<file path="src/rtl/spi_adc_scanner.sv">
// spi_adc_scanner: multi-channel SPI ADC master (CPOL=1, one cs_n per ADC).
// Scans enabled channels in ascending order, once per start or continuously.
// Ports: clk, n_rst (async low) | start, cont, ch_mask, sdata in
//        sclk, cs_n out (registered) | sample, sample_ch, sample_valid out
//        busy, done status out
module spi_adc_scanner #(
  parameter int DATA_W     = 12,
  parameter int NUM_CH     = 4,
  parameter int FRAME_BITS = 16,
  parameter int LEAD_BITS  = 4,
  parameter int CLK_DIV    = 4,
  parameter int CS_IDLE    = 4,
  parameter int CH_W       = (NUM_CH > 1) ? $clog2(NUM_CH) : 1
) (
  input  logic              clk,
  input  logic              n_rst,
  input  logic              start,
  input  logic              cont,
  input  logic [NUM_CH-1:0] ch_mask,
  input  logic              sdata,
  output logic              sclk,
  output logic [NUM_CH-1:0] cs_n,
  output logic [DATA_W-1:0] sample,
  output logic [CH_W-1:0]   sample_ch,
  output logic              sample_valid,
  output logic              busy,
  output logic              done
);

  localparam int CNT_MAX = (CLK_DIV > CS_IDLE) ? CLK_DIV : CS_IDLE;
  localparam int CNT_W   = $clog2(CNT_MAX);
  localparam int BIT_W   = (FRAME_BITS > 1) ? $clog2(FRAME_BITS) : 1;

  typedef enum logic [1:0] {
    IDLE,
    SETUP,
    SHIFT,
    HOLD
  } state_t;

  state_t             state_q, state_d;
  logic [CNT_W-1:0]   cnt_q, cnt_d;
  logic [BIT_W-1:0]   bit_q, bit_d;
  logic [CH_W-1:0]    ch_q, ch_d;
  logic [DATA_W-1:0]  shreg_q, shreg_d;
  logic               sclk_d;
  logic [NUM_CH-1:0]  cs_d;
  logic [DATA_W-1:0]  sample_d;
  logic [CH_W-1:0]    sch_d;
  logic               valid_d;
  logic               busy_d;
  logic               done_d;
  logic [CH_W:0]      nxt;
  logic [CH_W:0]      wrap;
  logic               last_div;
  logic               last_hold;
  logic               in_win;

  // {found, index} of the lowest set mask bit at or above lo
  function automatic logic [CH_W:0] pick(
    input logic [NUM_CH-1:0] m,
    input int                lo
  );
    logic [CH_W:0] r;
    r = '0;
    for (int i = NUM_CH - 1; i >= 0; i--) begin
      if (m[i] && i >= lo) r = {1'b1, CH_W'(i)};
    end
    return r;
  endfunction

  function automatic logic [NUM_CH-1:0] sel(
    input logic [CH_W-1:0] c
  );
    return ~(NUM_CH'(1) << c);
  endfunction

  assign last_div  = (cnt_q == CNT_W'(CLK_DIV - 1));
  assign last_hold = (cnt_q == CNT_W'(CS_IDLE - 1));
  assign in_win    = (int'(bit_q) >= LEAD_BITS) &&
                     (int'(bit_q) < LEAD_BITS + DATA_W);

  always_comb begin
    state_d  = state_q;
    cnt_d    = cnt_q;
    bit_d    = bit_q;
    ch_d     = ch_q;
    shreg_d  = shreg_q;
    sclk_d   = sclk;
    cs_d     = cs_n;
    sample_d = sample;
    sch_d    = sample_ch;
    valid_d  = 1'b0;
    busy_d   = busy;
    done_d   = 1'b0;
    nxt      = '0;
    wrap     = '0;
    unique case (state_q)
      IDLE: begin
        nxt = pick(ch_mask, 0);
        if (start && nxt[CH_W]) begin
          state_d = SETUP;
          ch_d    = nxt[CH_W-1:0];
          cs_d    = sel(nxt[CH_W-1:0]);
          busy_d  = 1'b1;
          cnt_d   = '0;
          shreg_d = '0;
        end
      end
      SETUP: begin
        if (last_div) begin
          state_d = SHIFT;
          cnt_d   = '0;
          bit_d   = '0;
          sclk_d  = 1'b0;
        end else begin
          cnt_d = cnt_q + CNT_W'(1);
        end
      end
      SHIFT: begin
        if (!last_div) begin
          cnt_d = cnt_q + CNT_W'(1);
        end else begin
          cnt_d = '0;
          if (!sclk) begin
            // rising sclk edge: capture the bit the ADC set up
            sclk_d = 1'b1;
            if (in_win) shreg_d = {shreg_q[DATA_W-2:0], sdata};
          end else if (bit_q == BIT_W'(FRAME_BITS - 1)) begin
            state_d  = HOLD;
            cs_d     = '1;
            sample_d = shreg_q;
            sch_d    = ch_q;
            valid_d  = 1'b1;
          end else begin
            bit_d  = bit_q + BIT_W'(1);
            sclk_d = 1'b0;
          end
        end
      end
      HOLD: begin
        if (!last_hold) begin
          cnt_d = cnt_q + CNT_W'(1);
        end else begin
          cnt_d = '0;
          nxt   = pick(ch_mask, int'(ch_q) + 1);
          wrap  = pick(ch_mask, 0);
          if (nxt[CH_W]) begin
            state_d = SETUP;
            ch_d    = nxt[CH_W-1:0];
            cs_d    = sel(nxt[CH_W-1:0]);
            shreg_d = '0;
          end else if (cont && wrap[CH_W]) begin
            state_d = SETUP;
            ch_d    = wrap[CH_W-1:0];
            cs_d    = sel(wrap[CH_W-1:0]);
            shreg_d = '0;
          end else begin
            state_d = IDLE;
            busy_d  = 1'b0;
            done_d  = 1'b1;
          end
        end
      end
    endcase
  end

  always_ff @(posedge clk or negedge n_rst) begin
    if (!n_rst) begin
      state_q      <= IDLE;
      cnt_q        <= '0;
      bit_q        <= '0;
      ch_q         <= '0;
      shreg_q      <= '0;
      sclk         <= 1'b1;
      cs_n         <= '1;
      sample       <= '0;
      sample_ch    <= '0;
      sample_valid <= 1'b0;
      busy         <= 1'b0;
      done         <= 1'b0;
    end else begin
      state_q      <= state_d;
      cnt_q        <= cnt_d;
      bit_q        <= bit_d;
      ch_q         <= ch_d;
      shreg_q      <= shreg_d;
      sclk         <= sclk_d;
      cs_n         <= cs_d;
      sample       <= sample_d;
      sample_ch    <= sch_d;
      sample_valid <= valid_d;
      busy         <= busy_d;
      done         <= done_d;
    end
  end

endmodule
</file>
<file path="config.mk">
export PLATFORM = sky130hd
export DESIGN_NAME = spi_adc_scanner
export DESIGN_NICKNAME = d
export VERILOG_FILES = /design/src/rtl/spi_adc_scanner.sv
export SDC_FILE = /design/constraint.sdc
export NUM_CORES = 1
export LEC_CHECK = 0
export BUFFER_PORTS_ARGS = -buffer_cell sky130_fd_sc_hd__buf_2
export CAP_MARGIN = 20
export CORE_AREA = 2 2 65 67
export CTS_BUF_LIST = sky130_fd_sc_hd__clkbuf_8
export CTS_CLUSTER_SIZE = 24
export DETAILED_ROUTE_END_ITERATION = 12
export DIE_AREA = 0 0 67 69
export GPL_TIMING_DRIVEN = 0
export PLACE_DENSITY = 0.79
export SETUP_SLACK_MARGIN = 0.15
export SYNTH_ARGS = -nofsm -noshare
export SYNTH_HDL_FRONTEND = slang
export SYNTH_SLANG_ARGS = --single-unit
</file>
<file path="constraint.sdc">
create_clock -name clk -period 2.3 [get_ports clk]
set_input_delay 0.23 -clock clk [delete_from_list [all_inputs] [get_ports clk]]
set_output_delay 0.23 -clock clk [all_outputs]
set_load 0.005 [all_outputs]
</file>
==> metrics.md <==
| Metric | Value |
|---|---|
| Hpwl dp | 2939 um |
| Max cap viols | 0 |
| Routed WL | 4105 um |
| Syn. warnings | 0 |
| Crit path DAT | 2280 ps |
| Startpoint Class | flop |
| Final count of hold timing violations | 0 |
| Vias in the first global route | 1546 |
| Design area | 0.002555 mm2 |
| Hold crit path type | input pin to asynchronous set/reset pin |
| TNS Setup | 0 ps |
| Post-layout power | 1.439 mW |
| Post-Place Setup Slack | 40.29 ps |
| Slowest CP cell | dfrtp_1 |
| Critical path required time | 2520 ps |
| Ys async rst share | 100.0% |
| Post-synth EDFFs | 0 |
| Drt pass-1 iters | 4 |
| Die height | 69 um |
| Vias/cell | 5.382 |
| H-tree depth | 2 |
| Period utilization | 89.54% |
| Clk sinks | 44 |
| Setup Skew | 6.933 ps |
| Setup violations, final | 0 |
| Drt wl/cell | 13.64 um |
| Starting Density | 56.71% |
| Mean post-synth cell area | 10.37 um2 |
| Clk_lat worst skew | 300 ps |
| Largest net degree at the start of global routing | 45 |
| Syn Inst Count | 214 |
| Clock Tree Buf Depth | 2 |
| VDD IR max | 0.3472 mV |
| LEAKAGE | 1.460 nW |
| Critical Path End Type | flop |
| Sequential fraction of the synthesis area | 49.89% |
| Cell family with most CP delay | flip-flops |
| Clock period minus worst slack | 2059 ps |
| Post-CTS Setup Bufs | 0 |
| GP Congestion | 0.8067 |
| Final WS setup | 240.7 ps |
| Clk slew on worst S/H paths | 80 ps |
| Count of different cell masters after synthesis | 40 |
| Drc violations | 0 |
| Critical path, cell by cell | ha_1 -> and4_1 -> and3_1 -> clkbuf_2 -> o211ai_2 -> mux2_2 |
| Layout area overhead | 15.11% |
| Syn nets | 230 |
| Die W | 67 um |
| Hold slack | 66.06 ps |
| ANT nets after route | 0 |
| Slew of the pin with the lowest slew margin | 936.8 ps |
| Setup CP Type | flop to flop |
| Slowest stage delay, CP | 440 ps |
| Root Driver | clkbuf_8 |
| Proportion of layout cells with a drive suffix above 1 | 26.29% |
| Post-layout util | 65.28% |
| N_diodes | 0 |
| Synth Register Bits | 44 |
| DP Area | 0.002427 mm2 |
| Initial DRC count | 64 |
| RSZ-0062 raised after global routing | false |
| Mapped Area | 0.002220 mm2 |
| Core Area | 0.003914 mm2 |
| Placed cells | 293 |
| Cell Rows | 23 |
| Fin cells | 301 |
| Die ar. | 0.004623 mm2 |
| I/O Buffers | 29 |
| Global route total overflow | 0 |
| Slew Limit Fails | 0 |
| CP bufs+invs | 1 |
| Total GRT Usage | 19.60% |
| Outcome | completed |
| Worst rel slew slack | 37.55% |
| Max Freq | 0.4856 GHz |
| Io pins | 31 |
| Pwr/cell area | 563.4 mW/mm2 |
| TritonCTS Buffers | 5 |
| CTS tree | yes |
| Top_reg_cell synth | dfrtp_1 |
| Global-route wire length before repair | 6975 um |
| Nets | 266 |
| Crit-path max FO | 7 |
| Initial antenna violation count | 0 |
| Routed vias | 1620 |
[cell usage in the layout, fill, tap and decap left out, types with 2 or more instances in the layout]
cell type and instances:
a21boi_0 3, a21oi_1 7, a22o_1 3, and2_1 4, and3_1 2, buf_2 30
clkbuf_1 3, clkbuf_2 3, clkbuf_8 6, dfrtp_1 39, dfstp_2 5, ha_1 6
inv_1 21, mux2_1 4, mux2_2 15, mux2i_1 13, nand2_1 29, nand2b_1 3
nand3_1 3, nand3b_1 2, nor2_1 11, nor2b_1 2, nor3_1 2, o211ai_1 2
o21ai_0 12, o41ai_1 2
[power breakdown]
part | switching (mW) | internal [mW] | total (mW)
logic | 0.0321 | 0.0137 | 0.0458
clock network | 0.262 | 0.355 | 0.617
registers | 0.00161 | 0.775 | 0.777
total | 0.296 | 1.14 | 1.44
[cells by family after synthesis]
kind of cell    Yosys count  share of synthesized area (%)
compound gates           39                          11.89
fa+ha+maj                 7                          3.946
buf+inv                  29                          5.130
flops                    44                          49.89
mux                      32                          15.50
simple gates             63                          13.64
[cell type report]
| class | count | area (um2) |
|---|---|---|
| Fill cell | 335 | 1359 |
| Sequential cell | 44 | 1107 |
| Multi-Input combinational cell | 141 | 1001 |
| Timing Repair Buffer | 29 | 145.1 |
| Clock buffer | 6 | 82.58 |
| Inverter | 21 | 78.83 |
| Tap cell | 50 | 62.56 |
| Clock inverter | 2 | 38.79 |
| Buffer | 8 | 38.79 |
[sequential cells by signal (all words and copies together), names as in the netlist]
signal        count
bit_q             4
busy              1
ch_q              2
cnt_q             2
cs_n              4
done              1
sample           12
sample_ch         2
sample_valid      1
sclk              1
shreg_q          12
state_q           2
[synthesized netlist by cell type, types with 2 or more instances]
| cell type | instances | area, um2 |
|---|---|---|
| and3_1 | 2 | 12.51 |
| nand3b_1 | 2 | 15.01 |
| nand2b_1 | 3 | 18.77 |
| nor2b_1 | 2 | 12.51 |
| inv_1 | 21 | 78.83 |
| a22o_1 | 3 | 26.28 |
| a21boi_0 | 3 | 22.52 |
| a21oi_1 | 7 | 35.03 |
| clkbuf_1 | 6 | 22.52 |
| mux2i_1 | 13 | 130.1 |
| mux2_2 | 15 | 168.9 |
| mux2_1 | 4 | 45.04 |
| o211ai_1 | 2 | 15.01 |
| o41ai_1 | 2 | 17.52 |
| dfstp_2 | 5 | 131.4 |
| and2_1 | 4 | 25.02 |
| nand3_1 | 3 | 15.01 |
| nand2_1 | 29 | 108.9 |
| nor2_1 | 11 | 41.29 |
| ha_1 | 7 | 87.58 |
| dfrtp_1 | 39 | 975.9 |
| nor3_1 | 2 | 10.01 |
| o21ai_0 | 12 | 60.06 |
[layer usage]
| metal | global-route usage, % | vias to the layer above | routed length, um |
|---|---|---|---|
| met5 | 0 | - | 0 |
| met4 | 6.803 | 0 | 63 |
| met3 | 3.915 | 7 | 145 |
| met2 | 31.57 | 26 | 2007 |
| met1 | 26.06 | 772 | 1889 |
| li1 | - | 815 | - |
[what timing repair did]
action,4_1_cts,5_1_grt
hold buffers,0,0
gates resized for setup,1,5
endpoints found under the setup margin,9,20
[worst paths after layout]
path / endpoint / slack [ps] / cells after the start / from
max: cs_n[3] / 240 / 6 / bit_q[0]
min: busy / 70 / 1 / n_rst
max reg2reg: cs_n[3] / 240 / 6 / bit_q[0]
min reg2reg: cs_n[1] / 470 / 2 / cs_n[1]
max in group asynchronous: ch_q[0] / 1640 / 1 / n_rst
min in group clk: shreg_q[0] / 190 / 3 / sdata
Note: power is estimated with default switching activity, not from simulation.
